$ cat src/rtl/button_step_ctrl.sv
// Button front end for the up/down counter: synchronise, debounce, and turn
// accepted presses into single-cycle step pulses with auto-repeat and conflict lockout.
module button_step_ctrl #(
  parameter int unsigned DEBOUNCE_CYCLES = 1_000_000,
  parameter int unsigned HOLD_CYCLES     = 25_000_000,
  parameter int unsigned REPEAT_CYCLES   = 5_000_000
) (
  input  logic clk,
  input  logic reset,
  input  logic btn_up_raw,
  input  logic btn_down_raw,
  output logic enable,
  output logic up_down
);

  localparam int unsigned DB_W   = $clog2(DEBOUNCE_CYCLES);
  localparam int unsigned IV_MAX = (HOLD_CYCLES > REPEAT_CYCLES) ? HOLD_CYCLES : REPEAT_CYCLES;
  localparam int unsigned IV_W   = $clog2(IV_MAX + 1);
  localparam int unsigned DN     = 0;
  localparam int unsigned UP     = 1;

  typedef enum logic [1:0] {IDLE, HOLD, REPEAT, LOCKOUT} state_t;

  logic [1:0]      s1;
  logic [1:0]      s2;
  logic [1:0]      db;
  logic [1:0]      db_prev;
  logic [DB_W-1:0] db_cnt [2];
  logic [1:0]      press;

  state_t          state;
  state_t          state_nx;
  logic [IV_W-1:0] iv_cnt;
  logic [IV_W-1:0] iv_nx;
  logic            held;
  logic            held_nx;
  logic            enable_nx;
  logic            up_down_nx;

  // Two-flop synchronisers and per-button stability counters
  always_ff @(posedge clk or posedge reset) begin
    if (reset) begin
      s1      <= '0;
      s2      <= '0;
      db      <= '0;
      db_prev <= '0;
      for (int i = 0; i < 2; i++) db_cnt[i] <= '0;
    end else begin
      s1      <= {btn_up_raw, btn_down_raw};
      s2      <= s1;
      db_prev <= db;
      for (int i = 0; i < 2; i++) begin
        if (s2[i] == db[i]) begin
          db_cnt[i] <= '0;
        end else if (db_cnt[i] == DB_W'(DEBOUNCE_CYCLES - 1)) begin
          db[i]     <= s2[i];
          db_cnt[i] <= '0;
        end else begin
          db_cnt[i] <= db_cnt[i] + DB_W'(1);
        end
      end
    end
  end

  assign press = db & ~db_prev;

  // State and output registers
  always_ff @(posedge clk or posedge reset) begin
    if (reset) begin
      state   <= IDLE;
      iv_cnt  <= '0;
      held    <= 1'b0;
      enable  <= 1'b0;
      up_down <= 1'b1;
    end else begin
      state   <= state_nx;
      iv_cnt  <= iv_nx;
      held    <= held_nx;
      enable  <= enable_nx;
      up_down <= up_down_nx;
    end
  end

  // Next state; held is 1 when the up button owns the current step sequence
  always_comb begin
    state_nx   = state;
    iv_nx      = iv_cnt;
    held_nx    = held;
    enable_nx  = 1'b0;
    up_down_nx = up_down;
    case (state)
      IDLE: begin
        if (press == 2'b11) begin
          state_nx = LOCKOUT;
        end else if (press != 2'b00) begin
          enable_nx  = 1'b1;
          up_down_nx = press[UP];
          held_nx    = press[UP];
          iv_nx      = IV_W'(HOLD_CYCLES);
          state_nx   = HOLD;
        end
      end
      HOLD, REPEAT: begin
        // Release outranks a simultaneous expiry, so a late repeat never fires
        if (!db[held]) begin
          iv_nx    = '0;
          state_nx = IDLE;
        end else if (press[~held]) begin
          iv_nx    = '0;
          state_nx = LOCKOUT;
        end else if (iv_cnt <= IV_W'(1)) begin
          enable_nx  = 1'b1;
          up_down_nx = held;
          iv_nx      = IV_W'(REPEAT_CYCLES);
          state_nx   = REPEAT;
        end else begin
          iv_nx = iv_cnt - IV_W'(1);
        end
      end
      LOCKOUT: begin
        if (db == 2'b00) state_nx = IDLE;
      end
      default: state_nx = IDLE;
    endcase
  end

endmodule

$ cat config.mk
export PLATFORM = sky130hd
export DESIGN_NAME = button_step_ctrl
export DESIGN_NICKNAME = d
export VERILOG_FILES = /design/src/rtl/button_step_ctrl.sv
export SDC_FILE = /design/constraint.sdc
export NUM_CORES = 1
export LEC_CHECK = 0
export ABC_AREA = 1
export ABC_CLOCK_PERIOD_IN_PS = 3000
export BUFFER_PORTS_ARGS = -buffer_cell sky130_fd_sc_hd__buf_2
export CORE_AREA = 2 2 95 97
export DETAILED_ROUTE_END_ITERATION = 10
export DIE_AREA = 0 0 97 99
export GPL_TIMING_DRIVEN = 1
export PLACE_DENSITY = 0.66
export SETUP_SLACK_MARGIN = 0.05
export SYNTH_ARGS = -nofsm -noshare
export SYNTH_HDL_FRONTEND = slang
export SYNTH_SLANG_ARGS = --single-unit
$ cat constraint.sdc
create_clock -name clk -period 3 [get_ports clk]
set_clock_uncertainty 0.05 [all_clocks]
set_input_delay 0.45 -clock clk [delete_from_list [all_inputs] [get_ports clk]]
set_output_delay 0.45 -clock clk [all_outputs]
set_load 0.01 [all_outputs]
==> impl_metrics.env, run 1 <==
export IMPL_synth_avg_cell_area_um2=7.83
export IMPL_cts_setup_buffers=0
export IMPL_detail_route_wl_per_cell_um=12.8
export IMPL_grt_antenna_before_repair=0
export IMPL_p_per_area_nw_per_um2=419
export IMPL_critical_path_max_fanout=19
export IMPL_ys_flop_type="dfrtp_1"
export IMPL_dp_hpwl_mm=6.44
export IMPL_remaining_drc_errors=0
export IMPL_worstHoldPathCells=1
export IMPL_r2r_worst_path_cells=14
export IMPL_global_route_usage_total=0.198
export IMPL_post_route_min_period_ps=2140
export IMPL_tritoncts="built"
export IMPL_power_ir_vdd_worst_v=0.000322
export IMPL_yosys_mux_area_fraction=0.00259
export IMPL_detail_route_vias_per_cell=5.19
export IMPL_final_net_count=584
export IMPL_worst_min_path_class="in2reg"
export IMPL_hold_worst_slack_ps=154
export IMPL_synth_cell_types=39
export IMPL_remaining_overflow_grt=0
export IMPL_timing_critical_path_required_ps=3200
export IMPL_synth_seq_area_share=0.448
export IMPL_post_synth_simple_gate_area=0.325
export IMPL_outcome="finished clean"
export IMPL_most_common_layout_cells="nand2_1 (106), nor2_1 (96), dfrtp_1 (77)"
export IMPL_drt_first_pass_iters=4
export IMPL_drt_first_iter_violations=162
export IMPL_worstReg2RegStart="db[1]"
export IMPL_die_area_um2=9600
export IMPL_port_buffers=5
export IMPL_ios=6
export IMPL_synth_cells=556
export IMPL_maxCapViolations=0
export IMPL_ctsLongestPathBuffers=2
export IMPL_layout_cells_non_filler=683
export IMPL_crit_path_end_kind="register"
export IMPL_setup_repair_after_global_routing_missed_its_margin="no"
export IMPL_drive_gt1_frac=0.115
export IMPL_setup_worst_path_start_class="register"
export IMPL_routabilityCongestion=0.898
export IMPL_route_vias_total=3547
export IMPL_grt_start_max_net_pins=51
export IMPL_core_region_area_um2=8550
export IMPL_r2r_setup_slack_ps=860
export IMPL_synth_seq_cells=78
export IMPL_die_width_um=97
export IMPL_final_antenna_net_count=0
export IMPL_clock_fmax_ghz=0.466
export IMPL_timing_rr_end="iv_cnt[19]"
export IMPL_synthArstFlopShare=1.00
export IMPL_timing_max_slew_rel_slack=0.435
export IMPL_holdCritStartpoint="btn_up_raw"
export IMPL_timing_final_crit_share=0.715
export IMPL_final_area_um2=4730
export IMPL_drv_slew=0
export IMPL_die_h_um=99
export IMPL_synth_top_cell_by_area="dfrtp_1"
export IMPL_synth_cell_area_um2=4360
export IMPL_first_global_vias=3474
export IMPL_place_detailed_instances=667
export IMPL_number_of_enable_type_register_cells_in_the_synthesized_netlist=0
export IMPL_start_util=0.509
export IMPL_clock_insertion_delay_worst_skew_ps=350
export IMPL_area_growth_synth_to_final_pct=8.62
export IMPL_setup_viol=0
export IMPL_dpl_cell_area_um2=4520
export IMPL_final_core_utilization=0.553
export IMPL_synthXorXnorAreaFrac=0.0483
export IMPL_clk_pin_slew_worst_paths_ps=80
export IMPL_cts_htree_levels=3
export IMPL_synth_top_family_by_area="simple AND/OR/NAND/NOR gates"
export IMPL_static_leakage_power_uw=0.00233
export IMPL_placementRows=34
export IMPL_min_delay_worst_endpoint="s1[1]"
export IMPL_cts_hold_fix_buffers=0
export IMPL_net_count_synth=570
export IMPL_report_final_hold_viol_count=0
export IMPL_critPathArrivalTime_ps=2340
export IMPL_post_cts_resized=0
export IMPL_antenna_cells=0
export IMPL_mostFrequentLayoutCell="nand2_1"
export IMPL_routed_wirelength_mm=8.73
export IMPL_grt_pass1_wl_mm=15.6
export IMPL_synth_adder_area_share=0.0287
export IMPL_synth_compound_area_frac=0.0764
export IMPL_setup_tns_ps=0
export IMPL_post_synth_main_area_contributors="dfrtp_1 (44%), nand2_1 (9.1%), nor2_1 (8.3%)"
export IMPL_cts_made_buffers=9
export IMPL_worstMarginPinSlew_ps=846
export IMPL_clock_sink_count=78
export IMPL_cts_root_buffer_cell="clkbuf_8"
export IMPL_synth_top_cell_area_share=0.442
export IMPL_ys_warnings_count=0
export IMPL_critPathKind="reg2reg"
## through the flow
step                      total power [uW]  setup slack (ps)
final                                 1980               856
after global placement                1140               942
after detailed placement              1140               861
after CTS                             2010               846
after floorplan                       1120               507
after global routing                  2070               616
## sequential cells by signal (all words and copies together) (netlist names)
name     cells
db_cnt      40
s1           2
state        2
up_down      1
s2           2
iv_cnt      25
held         1
db           2
db_prev      2
enable       1
## power by group
group	switching [uW]	total, uW	internal [uW]
sequential	5.70	1070	1060
clock	378	868	490
combinational	37.6	50.3	12.7
## cells by family (layout without fill, tap and decap cells)
group	count (synthesis)	count (layout)
compound gates	61	61
buf+inv	78	97
flops	78	78
xor+xnor	24	24
fa+ha+maj	10	10
mux	1	1
simple gates	304	304
## area by class of cell
cell class	instances	area, um^2
Clock inverter	4	70.1
Tap cell	108	135
Multi-Input combinational cell	400	2090
Sequential cell	78	1950
Timing Repair Buffer	6	45.0
Fill cell	800	3820
Clock buffer	12	145
Inverter	75	288
## worst max-delay path, stage by stage, from the launching register on
cell and delay, ps:
dfrtp_1 410, inv_2 60, nor2_2 140, inv_1 100, ha_1 200, o21ai_1 200
nand2_4 160, inv_4 210, nand2_2 90, nor2_4 110, nand3_1 80, nand2_1 80
nand2_1 50, nand2_1 50, nand2_1 50
## metal layers
metal / track usage / share of wire
met5: 0 / 0
met4: 0.0856 / 0.018
met3: 0.0362 / 0.029
met2: 0.324 / 0.47
met1: 0.259 / 0.49
## worst max-delay path by stage
| stage | from | to | slack [ps] | cells past startpoint |
|---|---|---|---|---|
| 2_1_floorplan | reset | db[0] | 510 | 1 |
| 3_3_place_gp | db[1] | iv_cnt[19] | 940 | 14 |
| 3_5_place_dp | db[1] | iv_cnt[19] | 860 | 14 |
| 4_1_cts | db[1] | iv_cnt[19] | 850 | 14 |
| 5_1_grt | db[1] | iv_cnt[19] | 620 | 14 |
| 6_report | db[1] | iv_cnt[19] | 860 | 14 |
## cell usage after synthesis, types with 2 or more instances
library cell / instances
inv_1: 68
nand3_1: 30
xor2_1: 16
a31oi_1: 2
a21oi_1: 26
nor4_1: 2
nand4_1: 10
o21ai_1: 5
inv_2: 5
a22oi_1: 2
nor2_1: 96
nor3_1: 21
xnor2_1: 8
inv_4: 2
o21ai_0: 18
nor2_2: 11
buf_2: 2
dfrtp_1: 77
ha_1: 10
nand3_2: 2
and3_1: 2
nand2_4: 2
nand2_1: 106
o22ai_1: 3
nor2_4: 6
o21bai_1: 3
nand2_2: 9
(Power assumes the default switching activity.)
==> run 2: changes to the inputs <==
--- a/config.mk
+++ b/config.mk
@@ -6,7 +6,7 @@
 export NUM_CORES = 1
 export LEC_CHECK = 0
 export ABC_AREA = 1
-export ABC_CLOCK_PERIOD_IN_PS = 3000
+export ABC_CLOCK_PERIOD_IN_PS = 2020
 export BUFFER_PORTS_ARGS = -buffer_cell sky130_fd_sc_hd__buf_2
 export CORE_AREA = 2 2 95 97
 export DETAILED_ROUTE_END_ITERATION = 10
==> constraint.sdc (replaced) <==
create_clock -name clk -period 2.02 [get_ports clk]
set_clock_uncertainty 0.05 [all_clocks]
set_input_delay 0.303 -clock clk [delete_from_list [all_inputs] [get_ports clk]]
set_output_delay 0.303 -clock clk [all_outputs]
set_load 0.01 [all_outputs]
==> run 2 against run 1 <==
Effect of this change:
- flip-flop and latch count is the same
- highest routed layer unchanged
- non-clock buffer count grew 21
- largest cell class unchanged
- hold slack gained 150 ps
- critical path type unchanged
==> impl_metrics.env, run 2 (synthesis results as in run 1) <==
export IMPL_outcome="finished clean"
export IMPL_detail_route_vias_per_cell=5.19
export IMPL_register_area_um2=1950
export IMPL_worstMarginPinSlew_ps=461
export IMPL_global_route_usage_total=0.198
export IMPL_routed_wirelength_mm=9.08
export IMPL_static_leakage_power_uw=0.00242
export IMPL_start_util=0.509
export IMPL_hold_worst_slack_ps=301
export IMPL_setup_viol=0
export IMPL_cts_made_buffers=9
export IMPL_placementRows=34
export IMPL_multiInputGateArea_um2=2130
export IMPL_timing_critical_path_required_ps=2210
export IMPL_critical_path_max_fanout=16
export IMPL_pre_cts_slack_ps=26.2
export IMPL_setup_tns_ps=0
export IMPL_drive_gt1_frac=0.156
export IMPL_setup_ws_ps=165
export IMPL_ios=6
export IMPL_power_ir_vdd_worst_v=0.000459
export IMPL_setup_worst_path_start_class="register"
export IMPL_ctsLongestPathBuffers=2
export IMPL_clock_fmax_ghz=0.539
export IMPL_detail_route_wl_per_cell_um=12.9
export IMPL_post_route_min_period_ps=1850
export IMPL_cts_root_buffer_cell="clkbuf_8"
export IMPL_setup_repair_after_global_routing_missed_its_margin="no"
export IMPL_most_common_layout_cells="nand2_1 (106), nor2_1 (95), dfrtp_1 (77)"
export IMPL_grt_pass1_wl_mm=15.6
export IMPL_dpl_cell_area_um2=4620
export IMPL_dp_hpwl_mm=6.72
export IMPL_drt_first_pass_iters=5
export IMPL_remaining_overflow_grt=0
export IMPL_final_net_count=606
export IMPL_tritoncts="built"
export IMPL_die_h_um=99
export IMPL_remaining_drc_errors=0
export IMPL_p_per_area_nw_per_um2=575
export IMPL_port_buffers=5
export IMPL_regMostFlops="db_cnt"
export IMPL_clk_pin_slew_worst_paths_ps=80
export IMPL_critPathArrivalTime_ps=2050
export IMPL_num_fill_cells=805
export IMPL_clock_insertion_delay_worst_skew_ps=350
export IMPL_maxCapViolations=0
export IMPL_final_core_utilization=0.575
export IMPL_timing_final_crit_share=0.918
export IMPL_report_final_hold_viol_count=0
export IMPL_timing_max_slew_rel_slack=0.692
export IMPL_routabilityCongestion=0.871
export IMPL_largest_register_ffs=40
export IMPL_die_width_um=97
export IMPL_route_vias_total=3657
export IMPL_biggestRegsByFlops="db_cnt: 40 flops, iv_cnt: 25 flops"
export IMPL_grt_start_max_net_pins=26
export IMPL_crit_path_end_kind="register"
export IMPL_crit_chain="inv_1, ha_2, or2_4, nand2_4, inv_4, buf_6, nand2_1, xor2_1, nor2_1"
export IMPL_critPathKind="reg2reg"
export IMPL_final_antenna_net_count=0
export IMPL_antenna_cells=0
export IMPL_first_global_vias=3570
export IMPL_drv_slew=0
export IMPL_core_region_area_um2=8550
export IMPL_mostFrequentLayoutCell="nand2_1"
export IMPL_clock_sink_count=78
export IMPL_die_area_um2=9600
export IMPL_critical_path_slowest_cell="dfrtp_1"
export IMPL_final_area_um2=4920
export IMPL_area_growth_synth_to_final_pct=12.9
export IMPL_timing_critical_path_slowest_cell_delay_ps=420
export IMPL_drt_first_iter_violations=207
export IMPL_grt_antenna_before_repair=0
export IMPL_worst_min_path_class="reg2reg"
export IMPL_cts_htree_levels=3
run 2: cell count changes in the layout (fill, tap and decap cells not counted), moves of 2 or more:
cell           delta
buf_4            +17
clkinvlp_4        +2
dlygate4sd3_1     +3
ha_1              -2
ha_2              +2
inv_1             -2
inv_2             +2
run 2: routing by layer:
layer  wire [um]  vias to the layer above  global-route usage
li1            -                     1848                   -
met4         154                        0              0.0693
met3         274                       11              0.0348
met5           0                        -                   0
met2        4530                       55               0.355
met1        4120                     1743               0.242
run 2: stage by stage:
step | std cells | total power [uW]
CTS | 701 | 2880
global placement | 680 | 1700
global route | 705 | 2950
detailed placement | 680 | 1700
floorplan | 556 | 1670
finish | 705 | 2830
run 2: final cells by class:
class	instances	share of cell area
Multi-Input combinational cell	401	0.434
Sequential cell	78	0.397
Inverter	75	0.0590
Timing Repair Buffer	27	0.0435
Clock buffer	12	0.0295
Tap cell	108	0.0275
Clock inverter	4	0.00967
run 2: path summary, 6_finish.rpt:
check	from	endpoint	slack (ps)	depth (start not counted)
worst max-delay path	state[0]	iv_cnt[2]	170	9
worst min-delay path	s1[0]	s2[0]	300	0
worst max register to register	state[0]	iv_cnt[2]	170	9
worst min register to register	s1[0]	s2[0]	300	0
max in group asynchronous	reset	db_cnt[6]	910	4
min in group asynchronous	reset	db[0]	470	3
run 2: worst max-delay path, delay by kind of cell (launching register included):
kind / cells / cell delay [ps]
buffers and inverters: 3 / 280
flip-flops: 1 / 420
AND/OR/NAND/NOR: 4 / 570
adder cells (fa/ha/maj): 1 / 270
XOR/XNOR: 1 / 160
run 2: power by group:
group / leakage [uW] / internal (uW) / switching, uW / total [uW]
Combinational: 0.00125 / 28.9 / 59.6 / 88.5
Clock: 0.0000964 / 602 / 554 / 1160
Sequential: 0.00107 / 1570 / 8.20 / 1580
Total: 0.00242 / 2200 / 622 / 2830
run 2: repair_timing:
| item | CTS | global route |
|---|---|---|
| pin swaps | 1 | 4 |
| hold endpoints to repair | 18 | 0 |
| gates resized for setup | 1 | 10 |
| hold buffers | 3 | 0 |
| buffers inserted | 2 | 3 |
| cloned | 0 | 1 |
| endpoints found under the setup margin | 15 | 24 |
==> run 3: changes to the inputs <==
--- a/config.mk
+++ b/config.mk
@@ -8,11 +8,13 @@
 export ABC_AREA = 1
 export ABC_CLOCK_PERIOD_IN_PS = 2020
 export BUFFER_PORTS_ARGS = -buffer_cell sky130_fd_sc_hd__buf_2
-export CORE_AREA = 2 2 95 97
+export CELL_PAD_IN_SITES_DETAIL_PLACEMENT = 0
+export CELL_PAD_IN_SITES_GLOBAL_PLACEMENT = 1
+export CORE_AREA = 2 2 99 101
 export DETAILED_ROUTE_END_ITERATION = 10
-export DIE_AREA = 0 0 97 99
+export DIE_AREA = 0 0 101 103
 export GPL_TIMING_DRIVEN = 1
-export PLACE_DENSITY = 0.66
+export PLACE_DENSITY = 0.77
 export SETUP_SLACK_MARGIN = 0.05
 export SYNTH_ARGS = -nofsm -noshare
 export SYNTH_HDL_FRONTEND = slang
==> run 3 against run 2 <==
Effect of this change:
- die area increased by 8.3%
- critical endpoint is now iv_cnt[9]
- critical path depth is 3 higher
- final cell count grew 0.85%
- largest power group unchanged
- combinational power is 1% lower
- maximum frequency down 0.97%
- highest routed layer unchanged
- via count down 2.5%
==> impl_metrics.env, run 3 (synthesis results as in run 1) <==
export IMPL_clock_fmax_ghz=0.534
export IMPL_critical_path_max_fanout=4
export IMPL_timing_final_crit_share=0.927
export IMPL_routed_wirelength_mm=9.21
export IMPL_critPathArrivalTime_ps=2090
export IMPL_worst_setup_path_startpoint="db[1]"
export IMPL_cts_made_buffers=9
export IMPL_timing_critical_path_required_ps=2230
export IMPL_r2r_setup_slack_ps=150
export IMPL_clock_insertion_delay_worst_skew_ps=350
export IMPL_final_antenna_net_count=0
export IMPL_regMostFlops="db_cnt"
export IMPL_final_net_count=606
export IMPL_report_final_hold_viol_count=0
export IMPL_first_global_vias=3485
export IMPL_largest_register_ffs=40
export IMPL_die_width_um=101
export IMPL_layout_cells_non_filler=711
export IMPL_clock_sink_count=78
export IMPL_place_detailed_instances=688
export IMPL_clk_pin_slew_worst_paths_ps=80
export IMPL_setup_worst_path_start_class="register"
export IMPL_critical_path_slowest_cell="dfrtp_1"
export IMPL_route_vias_total=3566
export IMPL_maxCapViolations=0
export IMPL_drt_first_iter_violations=151
export IMPL_drv_slew=0
export IMPL_timing_critical_path_slowest_cell_delay_ps=360
export IMPL_timing_max_slew_rel_slack=0.736
export IMPL_dp_hpwl_mm=6.91
export IMPL_die_area_um2=10400
export IMPL_biggestRegsByFlops="db_cnt: 40 flops, iv_cnt: 25 flops"
export IMPL_remaining_drc_errors=0
export IMPL_drive_gt1_frac=0.156
export IMPL_detail_route_vias_per_cell=5.02
export IMPL_dpl_cell_area_um2=4640
export IMPL_critPathCapture="iv_cnt[9]"
export IMPL_r2r_worst_path_cells=12
export IMPL_global_route_usage_total=0.195
export IMPL_worst_min_path_class="reg2reg"
export IMPL_crit_path_end_kind="register"
export IMPL_final_core_utilization=0.527
export IMPL_timing_rr_end="iv_cnt[9]"
export IMPL_p_per_area_nw_per_um2=601
export IMPL_tritoncts="built"
export IMPL_start_util=0.460
export IMPL_mostFrequentLayoutCell="nand2_1"
export IMPL_remaining_overflow_grt=0
export IMPL_detail_route_wl_per_cell_um=12.9
export IMPL_setup_repair_after_global_routing_missed_its_margin="yes"
export IMPL_static_leakage_power_uw=0.00245
export IMPL_post_route_min_period_ps=1870
export IMPL_multiInputGateArea_um2=2130
export IMPL_core_region_area_um2=9460
export IMPL_grt_pass1_wl_mm=16.1
export IMPL_die_h_um=103
export IMPL_cts_root_buffer_cell="clkbuf_8"
export IMPL_total_chip_power_uw=2990
export IMPL_timing_critical_path_mode_cell="o21ai_2"
export IMPL_num_fill_cells=917
export IMPL_cts_htree_levels=3
export IMPL_ios=6
export IMPL_final_area_um2=4990
export IMPL_register_area_um2=1950
export IMPL_critPathKind="reg2reg"
export IMPL_area_growth_synth_to_final_pct=14.5
export IMPL_grt_start_max_net_pins=35
export IMPL_outcome="finished clean"
export IMPL_port_buffers=5
export IMPL_most_common_layout_cells="nand2_1 (105), nor2_1 (94), dfrtp_1 (77)"
export IMPL_grt_antenna_before_repair=0
export IMPL_ctsLongestPathBuffers=2
export IMPL_worstMarginPinSlew_ps=395
export IMPL_routabilityCongestion=0.849
export IMPL_crit_chain="inv_2, nor2_4, inv_1, ha_1, o21ai_2, nand2_4, buf_12, nor2_8, nand2_2, o21ai_2, nand2_1, o21ai_0"
export IMPL_drt_first_pass_iters=4
export IMPL_setup_tns_ps=0
export IMPL_worstReg2RegStart="db[1]"
export IMPL_placementRows=36
export IMPL_antenna_cells=0
export IMPL_setup_viol=0
export IMPL_power_ir_vdd_worst_v=0.000321
run 3: changes by cell type in the layout (fill, tap and decap cells not counted), sizes merged:
cell,before,now
buf,24,25
bufinv,1,2
clkbuf,12,11
clkinv,2,1
inv,74,75
nand2,118,117
run 3: repair_timing:
action,in CTS,in global routing
buffers inserted,3,1
hold buffers,2,1
pin swaps,1,2
endpoints found under the hold margin,16,1
endpoints found under the setup margin,11,19
gates resized for setup,1,11
run 3: worst max-delay path, delay by kind of cell, from the launching register on:
family	cells	cell delay (ps)
AND/OR/NAND/NOR	5	490
AO/OA/AOI/OAI	3	370
flip-flops	1	360
buffers and inverters	3	300
adder cells (fa/ha/maj)	1	210
run 3: metrics by stage:
step	hold slack [ps]	setup WS [ps]
2_1_floorplan	281	165
3_3_place_gp	269	72.6
3_5_place_dp	270	15.0
4_1_cts	11.1	102
5_1_grt	318	15.7
6_report	303	147
run 3: routing by layer:
layer,vias up,routed length [um],share of wire,track usage
met1,1672,4430,0.48,0.254
met3,15,167,0.018,0.0298
met2,37,4410,0.48,0.335
li1,1842,-,-,-
met4,0,203,0.022,0.0676
met5,-,0,0,0
run 3: how the worst min path moves through the flow:
stage,start,end,cells after the start
CTS,btn_up_raw,s1[1],1
floorplan,s1[0],s2[0],0
global route,s1[0],s2[0],0
finish,s1[1],s2[1],0
global placement,reset,db_cnt[23],2
detailed placement,reset,db_cnt[23],2
run 3: final cells by class:
type / instances / share of cell area
Timing Repair Buffer: 28 / 0.0487
Multi-Input combinational cell: 400 / 0.427
Clock inverter: 5 / 0.0163
Clock buffer: 11 / 0.0284
Sequential cell: 78 / 0.392
Tap cell: 114 / 0.0286
Inverter: 75 / 0.0592
run 3: power by group:
part | internal [uW] | switching [uW]
combinational | 27.8 | 59.6
sequential | 1570 | 8.07
clock | 733 | 592
total | 2330 | 660
